==> src/rtl/fa2_seq_adder_ctrl.sv <==
// -----------------------------------------------------------------------------
// fa2_seq_adder_ctrl
//
// Multi-cycle sequencer that adds two WIDTH-bit operands by pushing one 2-bit
// full-adder slice per clock through a single slice, chaining the carry through
// a carry register. One operation is in flight at a time, using a
// start/busy/done handshake.
//
// Parameters:
//   WIDTH  operand width in bits (even, >= 2); the slice count is WIDTH/2.
//
// Ports:
//   clk    in   rising-edge clock
//   rst_n  in   asynchronous active-low reset
//   start  in   operation request, sampled only in IDLE or DONE
//   sub    in   (FA2_SEQ_SUB_EN only) 1 = compute a - b, latched with operands
//   a      in   operand A, captured when start is accepted
//   b      in   operand B, captured when start is accepted
//   busy   out  high while slices are being processed
//   done   out  one-cycle pulse; sum is valid from this cycle
//   sum    out  WIDTH+1 result, MSB = final carry-out
//
// Optional feature macro: FA2_SEQ_SUB_EN
//   Defined: adds the sub port. When sub=1, B is inverted slice by slice and
//   the initial carry is 1, giving a - b in two's complement. sum[WIDTH]=1
//   means no borrow.
//   Undefined: add only, and the initial carry is always 0.
// -----------------------------------------------------------------------------
module fa2_seq_adder_ctrl #(
  parameter int WIDTH = 8
) (
  input  logic             clk,
  input  logic             rst_n,
  input  logic             start,
`ifdef FA2_SEQ_SUB_EN
  input  logic             sub,
`endif
  input  logic [WIDTH-1:0] a,
  input  logic [WIDTH-1:0] b,
  output logic             busy,
  output logic             done,
  output logic [WIDTH:0]   sum
);

  localparam int N     = WIDTH / 2;
  localparam int CNT_W = (N > 1) ? $clog2(N) : 1;

  typedef enum logic [1:0] {
    ST_IDLE = 2'd0,
    ST_RUN  = 2'd1,
    ST_DONE = 2'd2
  } state_e;

  state_e             state_q, state_d;
  logic [WIDTH-1:0]   a_q, a_d;
  logic [WIDTH-1:0]   b_q, b_d;
  logic               carry_q, carry_d;
  logic [CNT_W-1:0]   cnt_q, cnt_d;
  logic [WIDTH-1:0]   part_q, part_d;
  logic [WIDTH:0]     sum_q, sum_d;
`ifdef FA2_SEQ_SUB_EN
  logic               sub_q, sub_d;
`endif

  logic               accept;
  logic               last_slice;
  logic [1:0]         a_slice;
  logic [1:0]         b_slice;
  logic [2:0]         slice_sum;
  logic [WIDTH-1:0]   part_ins;

  // A request is taken whenever no operation is running, so the DONE cycle can
  // launch the next operation back-to-back.
  assign accept     = start && (state_q != ST_RUN);
  assign last_slice = (cnt_q == CNT_W'(N - 1));

  // ---------------------------------------------------------------------------
  // State register
  // ---------------------------------------------------------------------------
  // NOTE: sequential state is updated with non-blocking assignments only, so
  // every flop samples the values from before the edge.
  always_ff @(posedge clk or negedge rst_n) begin
    if (!rst_n) begin
      state_q <= ST_IDLE;
    end else begin
      state_q <= state_d;
    end
  end

  // ---------------------------------------------------------------------------
  // Next-state logic
  // ---------------------------------------------------------------------------
  // NOTE: every always_comb output gets a default first, so no path can
  // infer a latch.
  always_comb begin
    state_d = state_q;
    case (state_q)
      ST_IDLE: if (start) state_d = ST_RUN;
      ST_RUN:  if (last_slice) state_d = ST_DONE;
      ST_DONE: state_d = start ? ST_RUN : ST_IDLE;
      default: state_d = ST_IDLE;
    endcase
  end

  // ---------------------------------------------------------------------------
  // Output logic
  // ---------------------------------------------------------------------------
  always_comb begin
    busy = (state_q == ST_RUN);
    done = (state_q == ST_DONE);
  end

  assign sum = sum_q;

  // ---------------------------------------------------------------------------
  // Datapath: one 2-bit slice per RUN cycle, LSB first
  // ---------------------------------------------------------------------------
  // The operand registers shift right by two bits every slice, so the current
  // slice always sits in bits [1:0].
  assign a_slice = a_q[1:0];
`ifdef FA2_SEQ_SUB_EN
  assign b_slice = b_q[1:0] ^ {2{sub_q}};
`else
  assign b_slice = b_q[1:0];
`endif
  assign slice_sum = {1'b0, a_slice} + {1'b0, b_slice} + {2'b00, carry_q};

  // The partial sum with the current slice's two bits dropped into place.
  always_comb begin
    part_ins = part_q;
    for (int i = 0; i < N; i++) begin
      if (cnt_q == CNT_W'(i)) part_ins[2*i +: 2] = slice_sum[1:0];
    end
  end

  always_comb begin
    a_d     = a_q;
    b_d     = b_q;
    carry_d = carry_q;
    cnt_d   = cnt_q;
    part_d  = part_q;
    sum_d   = sum_q;
`ifdef FA2_SEQ_SUB_EN
    sub_d   = sub_q;
`endif
    if (accept) begin
      a_d     = a;
      b_d     = b;
      cnt_d   = '0;
      part_d  = '0;
`ifdef FA2_SEQ_SUB_EN
      sub_d   = sub;
      carry_d = sub;
`else
      carry_d = 1'b0;
`endif
    end else if (state_q == ST_RUN) begin
      a_d     = a_q >> 2;
      b_d     = b_q >> 2;
      carry_d = slice_sum[2];
      part_d  = part_ins;
      if (last_slice) begin
        cnt_d = '0;
        // sum is written only here, so it holds until the next completion.
        sum_d = {slice_sum[2], part_ins};
      end else begin
        cnt_d = cnt_q + CNT_W'(1);
      end
    end
  end

  // NOTE: there is no memory array here, so every register, datapath included,
  // is cleared by reset and no operation survives a reset.
  always_ff @(posedge clk or negedge rst_n) begin
    if (!rst_n) begin
      a_q     <= '0;
      b_q     <= '0;
      carry_q <= 1'b0;
      cnt_q   <= '0;
      part_q  <= '0;
      sum_q   <= '0;
`ifdef FA2_SEQ_SUB_EN
      sub_q   <= 1'b0;
`endif
    end else begin
      a_q     <= a_d;
      b_q     <= b_d;
      carry_q <= carry_d;
      cnt_q   <= cnt_d;
      part_q  <= part_d;
      sum_q   <= sum_d;
`ifdef FA2_SEQ_SUB_EN
      sub_q   <= sub_d;
`endif
    end
  end

endmodule

==> config.mk <==
export PLATFORM = sky130hd
export DESIGN_NAME = fa2_seq_adder_ctrl
export DESIGN_NICKNAME = d
export VERILOG_FILES = /design/src/rtl/fa2_seq_adder_ctrl.sv
export SDC_FILE = /design/constraint.sdc
export NUM_CORES = 1
export LEC_CHECK = 0
export ABC_CLOCK_PERIOD_IN_PS = 3900
export BUFFER_PORTS_ARGS = -buffer_cell sky130_fd_sc_hd__buf_4
export CAP_MARGIN = 20
export CELL_PAD_IN_SITES_DETAIL_PLACEMENT = 0
export CELL_PAD_IN_SITES_GLOBAL_PLACEMENT = 1
export CORE_MARGIN = 2
export CORE_UTILIZATION = 45
export DETAILED_ROUTE_END_ITERATION = 16
export PLACE_DENSITY = 0.88
export SETUP_SLACK_MARGIN = 0.3
export SYNTH_ARGS = -nofsm -noshare
export SYNTH_HDL_FRONTEND = slang
export SYNTH_SLANG_ARGS = --single-unit
==> constraint.sdc <==
create_clock -name clk -period 3.9 [get_ports clk]
set_input_delay 0.78 -clock clk [delete_from_list [all_inputs] [get_ports clk]]
set_output_delay 0.78 -clock clk [all_outputs]
set_load 0.01 [all_outputs]
==> qor.yml <==
antenna_found_initial: 0
synth_top_cell_area_share_pct: 54.2
n_fill_cell: 336
reg2reg_from: "a_q[0]$_DFFE_PN0P_"
die_w_microns: 64.8
nets: 206
num_vias: 1148
routabilityCongestion: 0.719
grt_usage_pct: 15.7
peakVddDrop_mv: 0.343
post_cts_buffers: 0
path_class: "flip-flop to output port"
cts-resized-gates: 0
worstSetupStartpointType: "flip-flop"
min_period_ps: 2490
die_h_microns: 64.8
fin_crit_sh_pct: 63.8
rows: 22
multiInputGateArea_sq_um: 664
setup_tns_ps: 0
power_density_nw_per_um2: 754
yosysSeqAreaShare_pct: 54.2
ys_top_cells_by_area: "dfrtp_1 (54%), mux2i_1 (13%), o21ai_0 (6.9%)"
reg2reg_slack_ps: 2020
grt_pass1_wl_microns: 4930
power_frac_comb_pct: 41.8
crit_fanout: 31
routed_wl_microns: 2880
clk_pin_slew_ps: 70
maxCapViolations: 0
netSwitchingFraction_pct: 37.9
syn_area_per_cell_sq_um: 10.8
p_switching_w: 0.000561
rr_endpoint: "part_q[5]$_DFFE_PN0P_"
cts_tree: "yes"
drtPass1Iterations: 6
fmaxAchievable_mhz: 402
yosysTopAreaCell: "dfrtp_1"
min_path_type: "input pin to asynchronous set/reset pin"
path_delay_family: "buffers and inverters"
htree_levels: 2
cellLeakagePower_nw: 0.987
end_kind: "output port"
syn-num-nets: 179
crit_chain: "nand2b_4 -> inv_1 -> buf_4"
rsz0062_at_grt: "no"
drt_iter0_markers: 43
fin_skew_ps: 10.1
seq_area_sq_um: 901
cts_buffers: 5
synth-edff-count: 0
portBuffers: 29
antenna_cells: 0
synth-main-ff-cell: "dfrtp_1"
required_ps: 3120
synth_cells: 154
status: "finished, final reports clean"
async_reset_ff_share_pct: 100
cts_buffer_depth: 2
drtAntennaViolNets: 0
coreArea_sq_um: 3610
slowest_delay_ps: 590
utilization_pct: 54.4
intPower_w: 0.000919
wl_per_cell_microns: 12.6
io_pins: 30
slew_headroom_pct: 49.2
seq_power_share_pct: 41.7
hold_violations: 0
die_area_sq_um: 4190
crit_start: "state_q[0]$_DFFE_PN0P_"
clock-sinks: 36
tightest_slew_ps: 761
grt_pass1_vias: 1123
clock_latency_ps: 290
drc: 0
grt.overflow.total: 0
drive_gt1_share_pct: 19.9
worst-r2r-cell-count: 5
place.detailed.hpwl_microns: 2100
arrival_ps: 1710
p_clk_share_pct: 16.5
grt_max_degree: 37
via_per_inst: 5.01
synth-seq-cells: 36
crit_slowest_cell: "inv_1"
setup_violations: 0
drv_slew: 0
yosysWarnings: 0
syn2layout_area_growth_pct: 18.1
cts.root.buffer_cell: "clkbuf_8"
crit_buf_inv: 2
netlist_area_sq_um: 1660
start_util_pct: 46.1
ctsHoldBuffers: 0
ys_types: 21
sequential cells by signal, indices dropped and copies added (netlist names):
register,flops
part_q,6
state_q,2
cnt_q,2
a_q,8
carry_q,1
b_q,8
sum,9
worst max-delay path by stage:
stage                                 end  slack (ps)  cells after the start
finish                               busy        1410                      3
global route                         busy        1260                      3
CTS                                  busy        1400                      3
detailed placement                   busy        1720                      3
global placement                     busy        1750                      3
floorplan           part_q[1]$_DFFE_PN0P_        2140                      5
layout make-up:
| cell class | count | share of cell area, % |
|---|---|---|
| Tap cell | 48 | 3.06 |
| Timing Repair Buffer | 29 | 11.1 |
| Clock buffer | 6 | 3.70 |
| Inverter | 11 | 2.10 |
| Sequential cell | 36 | 45.9 |
| Clock inverter | 1 | 0.255 |
| Multi-Input combinational cell | 98 | 33.9 |
power groups by stage:
stage | clock (W) | sequential (W) | combinational, W
2_1_floorplan | 0 | 0.000619 | 0.000454
3_3_place_gp | 0 | 0.000614 | 0.000613
6_report | 0.000244 | 0.000617 | 0.000619
5_1_grt | 0.000269 | 0.000636 | 0.000714
4_1_cts | 0.000252 | 0.000618 | 0.000631
3_5_place_dp | 0 | 0.000626 | 0.000629
worst register-to-register path, stage by stage (launching register included):
cell and delay [ps]:
dfrtp_1 340, inv_1 60, fa_1 430, fa_1 590, nor2_1 110, a22o_1 230
metrics by stage:
step / hold slack, ps / setup WS, ps / total power, W / instances / instance area, sq um
floorplan: 449 / 2140 / 0.00107 / 154 / 1660
global placement: 463 / 1750 / 0.00123 / 222 / 1880
detailed placement: 472 / 1720 / 0.00125 / 222 / 1880
CTS: 448 / 1400 / 0.00150 / 229 / 1960
global route: 463 / 1260 / 0.00162 / 229 / 1960
finish: 431 / 1410 / 0.00148 / 229 / 1960
layout by cell type (no fill, tap or decap), types with 2 or more instances in the layout:
master,Yosys,layout
mux2i_1,22,22
inv_1,11,11
dfrtp_1,36,36
fa_1,2,2
ha_1,4,4
nand3_1,2,2
o21ai_1,2,2
o31ai_1,2,2
a22o_1,6,6
o21ai_0,23,23
buf_4,2,29
nor2_1,6,6
clkbuf_8,0,5
nand2_1,25,25
synthesized netlist by cell type, types with 2 or more instances:
library cell	instances
dfrtp_1	36
nand2_1	25
o21ai_0	23
mux2i_1	22
inv_1	11
a22o_1	6
nor2_1	6
ha_1	4
buf_2	3
buf_4	2
clkbuf_2	2
fa_1	2
nand3_1	2
o21ai_1	2
o31ai_1	2
metal layers:
layer	vias up	share of wire, %	global-route usage, %
met3	5	6.3	6.25
met4	0	1.3	5.59
li1	568	-	-
met2	30	48	25.4
met5	-	0	0
met1	545	45	19.0
logic make-up after synthesis:
kind of cell,Yosys count,synth area share [%]
AO/OA/AOI/OAI,34,12.0
adder cells (fa/ha/maj),6,5.42
buffers and inverters,20,5.80
flip-flops,36,54.2
multiplexers,22,13.3
AND/OR/NAND/NOR,36,9.34
No activity file was read; power rests on OpenSTA's default activity.
